**src/rtl/nn_ctrl_pkg.sv**
```systemverilog
// rtl/nn_ctrl_pkg.sv - shared types and constants for the layer control blocks
//
// Purpose: sequencer state encoding, the ROM-pipe token carried alongside
// each issued row, and the deepest supported ROM read latency.
package nn_ctrl_pkg;

  typedef enum logic [1:0] {
    IDLE,
    ISSUE,
    DRAIN,
    DONE
  } state_t;

  typedef struct packed {
    logic valid;
    logic first;
    logic last;
  } token_t;

  localparam int MAX_RD_LAT = 4;

endpackage

```
**src/rtl/valid_delay_line.sv**
```systemverilog
// rtl/valid_delay_line.sv - fixed-depth shift register for ROM-pipe tokens
//
// Purpose: delays each issue token by DEPTH cycles so it lines up with the
// ROM data it describes.
// Ports:
//   clk       in   system clock
//   rst_n     in   synchronous active-low clear of every stage
//   token_in  in   token entering this cycle (valid=0 for a bubble)
//   token_out out  token entered DEPTH cycles earlier
module valid_delay_line
  import nn_ctrl_pkg::*;
#(
  parameter int DEPTH = 1
) (
  input  logic   clk,
  input  logic   rst_n,
  input  token_t token_in,
  output token_t token_out
);

  token_t stage [DEPTH];

  always_ff @(posedge clk) begin
    if (!rst_n) begin
      for (int i = 0; i < DEPTH; i++) stage[i] <= '0;
    end else begin
      stage[0] <= token_in;
      for (int i = 1; i < DEPTH; i++) stage[i] <= stage[i-1];
    end
  end

  assign token_out = stage[DEPTH-1];

endmodule

```
**src/rtl/weight_fetch_sequencer.sv**
```systemverilog
// rtl/weight_fetch_sequencer.sv - row sequencer for a fully connected layer's weight ROMs
//
// Purpose: steps a shared row index 0..len-1, broadcasts it to every node
// ROM and the activation buffer, and emits MAC strobes aligned to ROM data.
// Ports:
//   clk, rst_n       clock and synchronous active-low reset
//   start            launch request, honoured only in IDLE
//   depth_cfg        rows for this layer, latched on an accepted start
//   hold             freezes address issue while in ISSUE
//   busy             ISSUE through the last mac_en cycle
//   done             one-cycle completion pulse
//   rom_addr         row index replicated into every node slice
//   act_addr         row index for the activation buffer
//   mac_en/first/last  ROM data valid, first beat, final beat
module weight_fetch_sequencer
  import nn_ctrl_pkg::*;
#(
  parameter int NUM_NODES  = 32,
  parameter int DEPTH      = 784,
  parameter int ADDR_WIDTH = 16,
  parameter int RD_LAT     = 1
) (
  input  logic                            clk,
  input  logic                            rst_n,
  input  logic                            start,
  input  logic [ADDR_WIDTH-1:0]           depth_cfg,
  input  logic                            hold,
  output logic                            busy,
  output logic                            done,
  output logic [ADDR_WIDTH*NUM_NODES-1:0] rom_addr,
  output logic [ADDR_WIDTH-1:0]           act_addr,
  output logic                            mac_en,
  output logic                            mac_first,
  output logic                            mac_last
);

  // Out-of-range latencies saturate rather than building a broken pipe.
  localparam int PIPE_DEPTH = (RD_LAT > MAX_RD_LAT) ? MAX_RD_LAT :
                              (RD_LAT < 1) ? 1 : RD_LAT;
  localparam logic [ADDR_WIDTH-1:0] DEPTH_MAX = ADDR_WIDTH'(DEPTH);

  state_t                state, state_nx;
  logic [ADDR_WIDTH-1:0] idx, len;
  logic [ADDR_WIDTH-1:0] len_clamped;
  logic                  issue, issue_last;
  token_t                tok_in, tok_out;

  assign len_clamped = (depth_cfg > DEPTH_MAX) ? DEPTH_MAX : depth_cfg;
  assign issue_last  = (idx == len - 1'b1);

  always_comb begin
    state_nx = state;
    issue    = 1'b0;
    tok_in   = '0;
    case (state)
      IDLE: begin
        // An empty layer still passes through DRAIN so its done pulse lands
        // one cycle later, matching the pipelined completion timing.
        if (start) state_nx = (len_clamped == '0) ? DRAIN : ISSUE;
      end
      ISSUE: begin
        if (!hold) begin
          issue        = 1'b1;
          tok_in.valid = 1'b1;
          tok_in.first = (idx == '0);
          tok_in.last  = issue_last;
          if (issue_last) state_nx = DRAIN;
        end
      end
      DRAIN: begin
        if ((tok_out.valid && tok_out.last) || (len == '0)) state_nx = DONE;
      end
      DONE: state_nx = IDLE;
      default: state_nx = IDLE;
    endcase
  end

  always_ff @(posedge clk) begin
    if (!rst_n) begin
      state <= IDLE;
      idx   <= '0;
      len   <= '0;
    end else begin
      state <= state_nx;
      if (state == IDLE && start) begin
        len <= len_clamped;
        idx <= '0;
      end else if (issue && !issue_last) begin
        // The final row is not incremented past, so the address holds at len-1.
        idx <= idx + 1'b1;
      end
    end
  end

  valid_delay_line #(.DEPTH(PIPE_DEPTH)) u_pipe (
    .clk       (clk),
    .rst_n     (rst_n),
    .token_in  (tok_in),
    .token_out (tok_out)
  );

  assign mac_en    = tok_out.valid;
  assign mac_first = tok_out.valid & tok_out.first;
  assign mac_last  = tok_out.valid & tok_out.last;
  assign busy      = (state == ISSUE) || (state == DRAIN && len != '0);
  assign done      = (state == DONE);
  assign act_addr  = idx;

  for (genvar g = 0; g < NUM_NODES; g++) begin : g_node
    assign rom_addr[g*ADDR_WIDTH +: ADDR_WIDTH] = idx;
  end

endmodule

```
**config.mk**
```make
export PLATFORM = sky130hd
export DESIGN_NAME = weight_fetch_sequencer
export DESIGN_NICKNAME = d
export VERILOG_FILES = /design/src/rtl/nn_ctrl_pkg.sv /design/src/rtl/valid_delay_line.sv /design/src/rtl/weight_fetch_sequencer.sv
export SDC_FILE = /design/constraint.sdc
export NUM_CORES = 1
export LEC_CHECK = 0
export CORE_AREA = 2 2 217 219
export CTS_CLUSTER_DIAMETER = 150
export DETAILED_ROUTE_END_ITERATION = 10
export DIE_AREA = 0 0 219 221
export GPL_ROUTABILITY_DRIVEN = 0
export PLACE_DENSITY_LB_ADDON = 0.12
export SLEW_MARGIN = 10
export SYNTH_ARGS = -nofsm -noshare
export SYNTH_HDL_FRONTEND = slang
export SYNTH_SLANG_ARGS = --single-unit
```
**constraint.sdc**
```tcl
create_clock -name clk -period 2.8 [get_ports clk]
set_input_delay 0.42 -clock clk [delete_from_list [all_inputs] [get_ports clk]]
set_output_delay 0.42 -clock clk [all_outputs]
set_load 0.05 [all_outputs]
```
==> results.yml <==
power:
  p_leak_nw: 3.40
  vdd_drop_max_v: 0.000199
  powerDensity_nw_per_um2: 269
routing:
  num_vias: 4481
  drt-total-wl_mm: 19.4
  antenna_violating_nets_post_route: 0
  drtPass1Iterations: 6
  drt_iter0_markers: 111
  route.detailed.drc: 0
  wire_per_inst_um: 13.1
  vias_per_cell: 3.04
clocking:
  cts_max_level: 2
  clock_sinks: 37
  worstSkewPairLatency_ns: 0.28
  cts_setup_buffers: 0
  clockBufferDepth: 2
  cts_buffers: 5
  clk_pin_slew_ns: 0.06
  cts_root_buffer: "clkbuf_16"
  cts_tree: "built"
  cts.hold.buffers_added: 0
die:
  die_w_um: 219
  fp.dieH_um: 221
  dieArea_um2: 48400
  start_util: 0.133
  core_area_um2: 46100
  io_pins: 553
  rows: 79
logic_synthesis:
  syn-instance-count: 788
  synth-edff-count: 0
  netlist_area_um2: 6110
  ys.flop_type: "dfxtp_1"
  ys_seq_area_frac: 0.121
  synth_nets: 816
  synthArstFlopShare: 0
  ys_warn_count: 0
  synth_area_per_cell_um2: 7.76
  synth.distinct_cells: 50
  ys_seq_elements: 37
min_path:
  hold_path.class: "flip-flop to flip-flop"
  min-delay-start: "len[0]"
job:
  drv_cap: 0
worst_setup_path:
  cpPeakStageDelay_ns: 0.54
  path_delay_family: "simple AND/OR/NAND/NOR gates"
  startpoint: "len[5]"
  crit_fanout: 5
  arrival_ns: 3.17
  r2r-start: "len[5]"
  worstSetupStartpointType: "flip-flop"
  critPathBufInv: 0
  crit_slowest_cell: "or4b_4"
  cp_cell_sequence: "or4_4 -> or4b_4 -> or4_4 -> o311ai_2 -> o31a_2 -> a31oi_4 -> or3_4 -> a21oi_2"
  cp.required_ns: 3.02
  critPathKind: "flip-flop to flip-flop"
  crit_top_cell: "or4_4"
  endpoint_kind: "flip-flop"
sta:
  fin_tns_setup_ns: -1.55
  fin_ws_ns: -0.150
  min_period_ns: 2.95
  rsz0062_at_grt: "true"
  post-route-period-util: 1.05
  max_slew_margin: 0.626
  slew_violations: 0
  clock_skew_ns: 0.00453
  hold_viol: 0
  max_freq_ghz: 0.339
  worstMarginPinSlew_ns: 0.559
  final-setup-viol-count: 18
layout:
  drive_above_1_share: 0.298
  antenna_cells: 0
  nNetsFinal: 894
  fillers: 5161
  stdcell_area_um2: 8660
  synthToLayoutAreaGrowth_pct: 41.6
  final_cells: 1474
place:
  dp_hpwl_mm: 15.5
  port_buffers: 552
  dp_worst_setup_slack_ns: -0.0912
  placed_cells: 1465
  dpl_cell_area_um2: 8420
global_routing:
  grt_pass1_vias: 4059
  overflow: 0
  grt_max_degree: 40
  antenna_found_initial: 0
  grt_first_pass_wirelength_mm: 26.8
  grtUsageTotal: 0.0719
status:
  status: "complete, but fails checks"
  violations: "setup timing"
-- cell families after synthesis --
kind of cell / count (synthesis) / share of synthesized area
fa+ha+maj: 8 / 0.0164
mux: 6 / 0.00982
xor+xnor: 25 / 0.0358
buf+inv: 539 / 0.650
simple gates: 121 / 0.110
compound gates: 52 / 0.0565
flops: 37 / 0.121
-- worst register-to-register path, cell delays in order (launching register included) --
cell	delay, ns
dfxtp_2	0.31
or4_4	0.53
or4b_4	0.54
or4_4	0.53
o311ai_2	0.10
o31a_2	0.29
a31oi_4	0.13
or3_4	0.34
a21oi_2	0.11
-- metrics by stage --
stage	utilization	hold WS, ns	total power (W)
after floorplan	-	0.481	0.00142
after global placement	0.183	0.506	0.00176
after detailed placement	0.183	0.513	0.00174
after CTS	0.186	0.521	0.00233
after global routing	0.188	0.543	0.00246
final	0.188	0.514	0.00233
-- layout make-up --
type	count	area (um^2)	share of cell area
inverters	15	56.3	0.00650
repair buffers	594	5430	0.627
clock buffers	8	136	0.0158
flip-flops and latches	37	757	0.0874
well taps	607	759	0.0877
multi-input cells	213	1520	0.175
-- registers in the layout (all words and copies together), names as in the netlist --
name and cells:
act_addr 16, len 16, state 2, u_pipe.stage 3
-- routing by layer --
metal	wire, um	track usage	vias to the layer above
li1	-	-	2179
met1	7580	0.0812	2029
met2	10300	0.141	263
met3	1290	0.0106	10
met5	0	0	-
met4	178	0.0124	0
-- synthesized netlist by cell type (all sizes together), types with 2 or more instances --
cell	instances	area, um^2
a211oi	2	15.0
and2	6	38.8
nor3	9	45.0
nor2	19	71.3
nor4b	4	35.0
nor4	9	56.3
nand2	27	101
or3	6	37.5
dfxtp	37	741
or2b	2	16.3
inv	15	56.3
a31oi	3	33.8
a21boi	2	15.0
and3	13	82.6
nand4	5	31.3
ha	8	100
nor4bb	2	20.0
xnor2	14	123
a22o	4	36.3
buf	518	3900
xor2	11	96.3
o31ai	4	30.0
a21oi	14	70.1
mux2i	6	60.1
clkbuf	6	22.5
o21ai	15	75.1
nand3	6	30.0
or4	7	56.3
-- repair_timing --
item / in CTS / in global routing
cloned: 0 / 1
resized for setup: 2 / 23
setup endpoints to repair: 19 / 19
endpoints found under the hold margin: 0 / 0
pin swaps: 0 / 17
-- worst paths after layout --
path / to / slack [ns] / depth (start not counted)
worst max-delay path: state[0] / -0.15 / 8
worst min-delay path: len[0] / 0.51 / 2
worst max register to register: state[0] / -0.15 / 8
worst min register to register: len[0] / 0.51 / 2
-- cell usage in the layout, fill, tap and decap left out, drive strengths merged, types with 7 or more instances in the layout --
master and n:
nor3 9, buf 208, a21oi 14, xor2 11, clkbuf 8, and2 7
nand2 27, or4 7, dfxtp 37, nor4 9, clkdlybuf4s50 386, inv 15
and3 13, xnor2 14, ha 8, o21ai 15, nor2 19
-- where the power goes --
| group | total [W] | switching, W | leakage, nW | internal (W) |
|---|---|---|---|---|
| combinational | 0.00119 | 0.000737 | 3.03 | 0.000451 |
| sequential | 0.000583 | 0.0000248 | 0.306 | 0.000558 |
| clock | 0.000556 | 0.000224 | 0.0652 | 0.000332 |
Power figures use the tool's default switching activity.
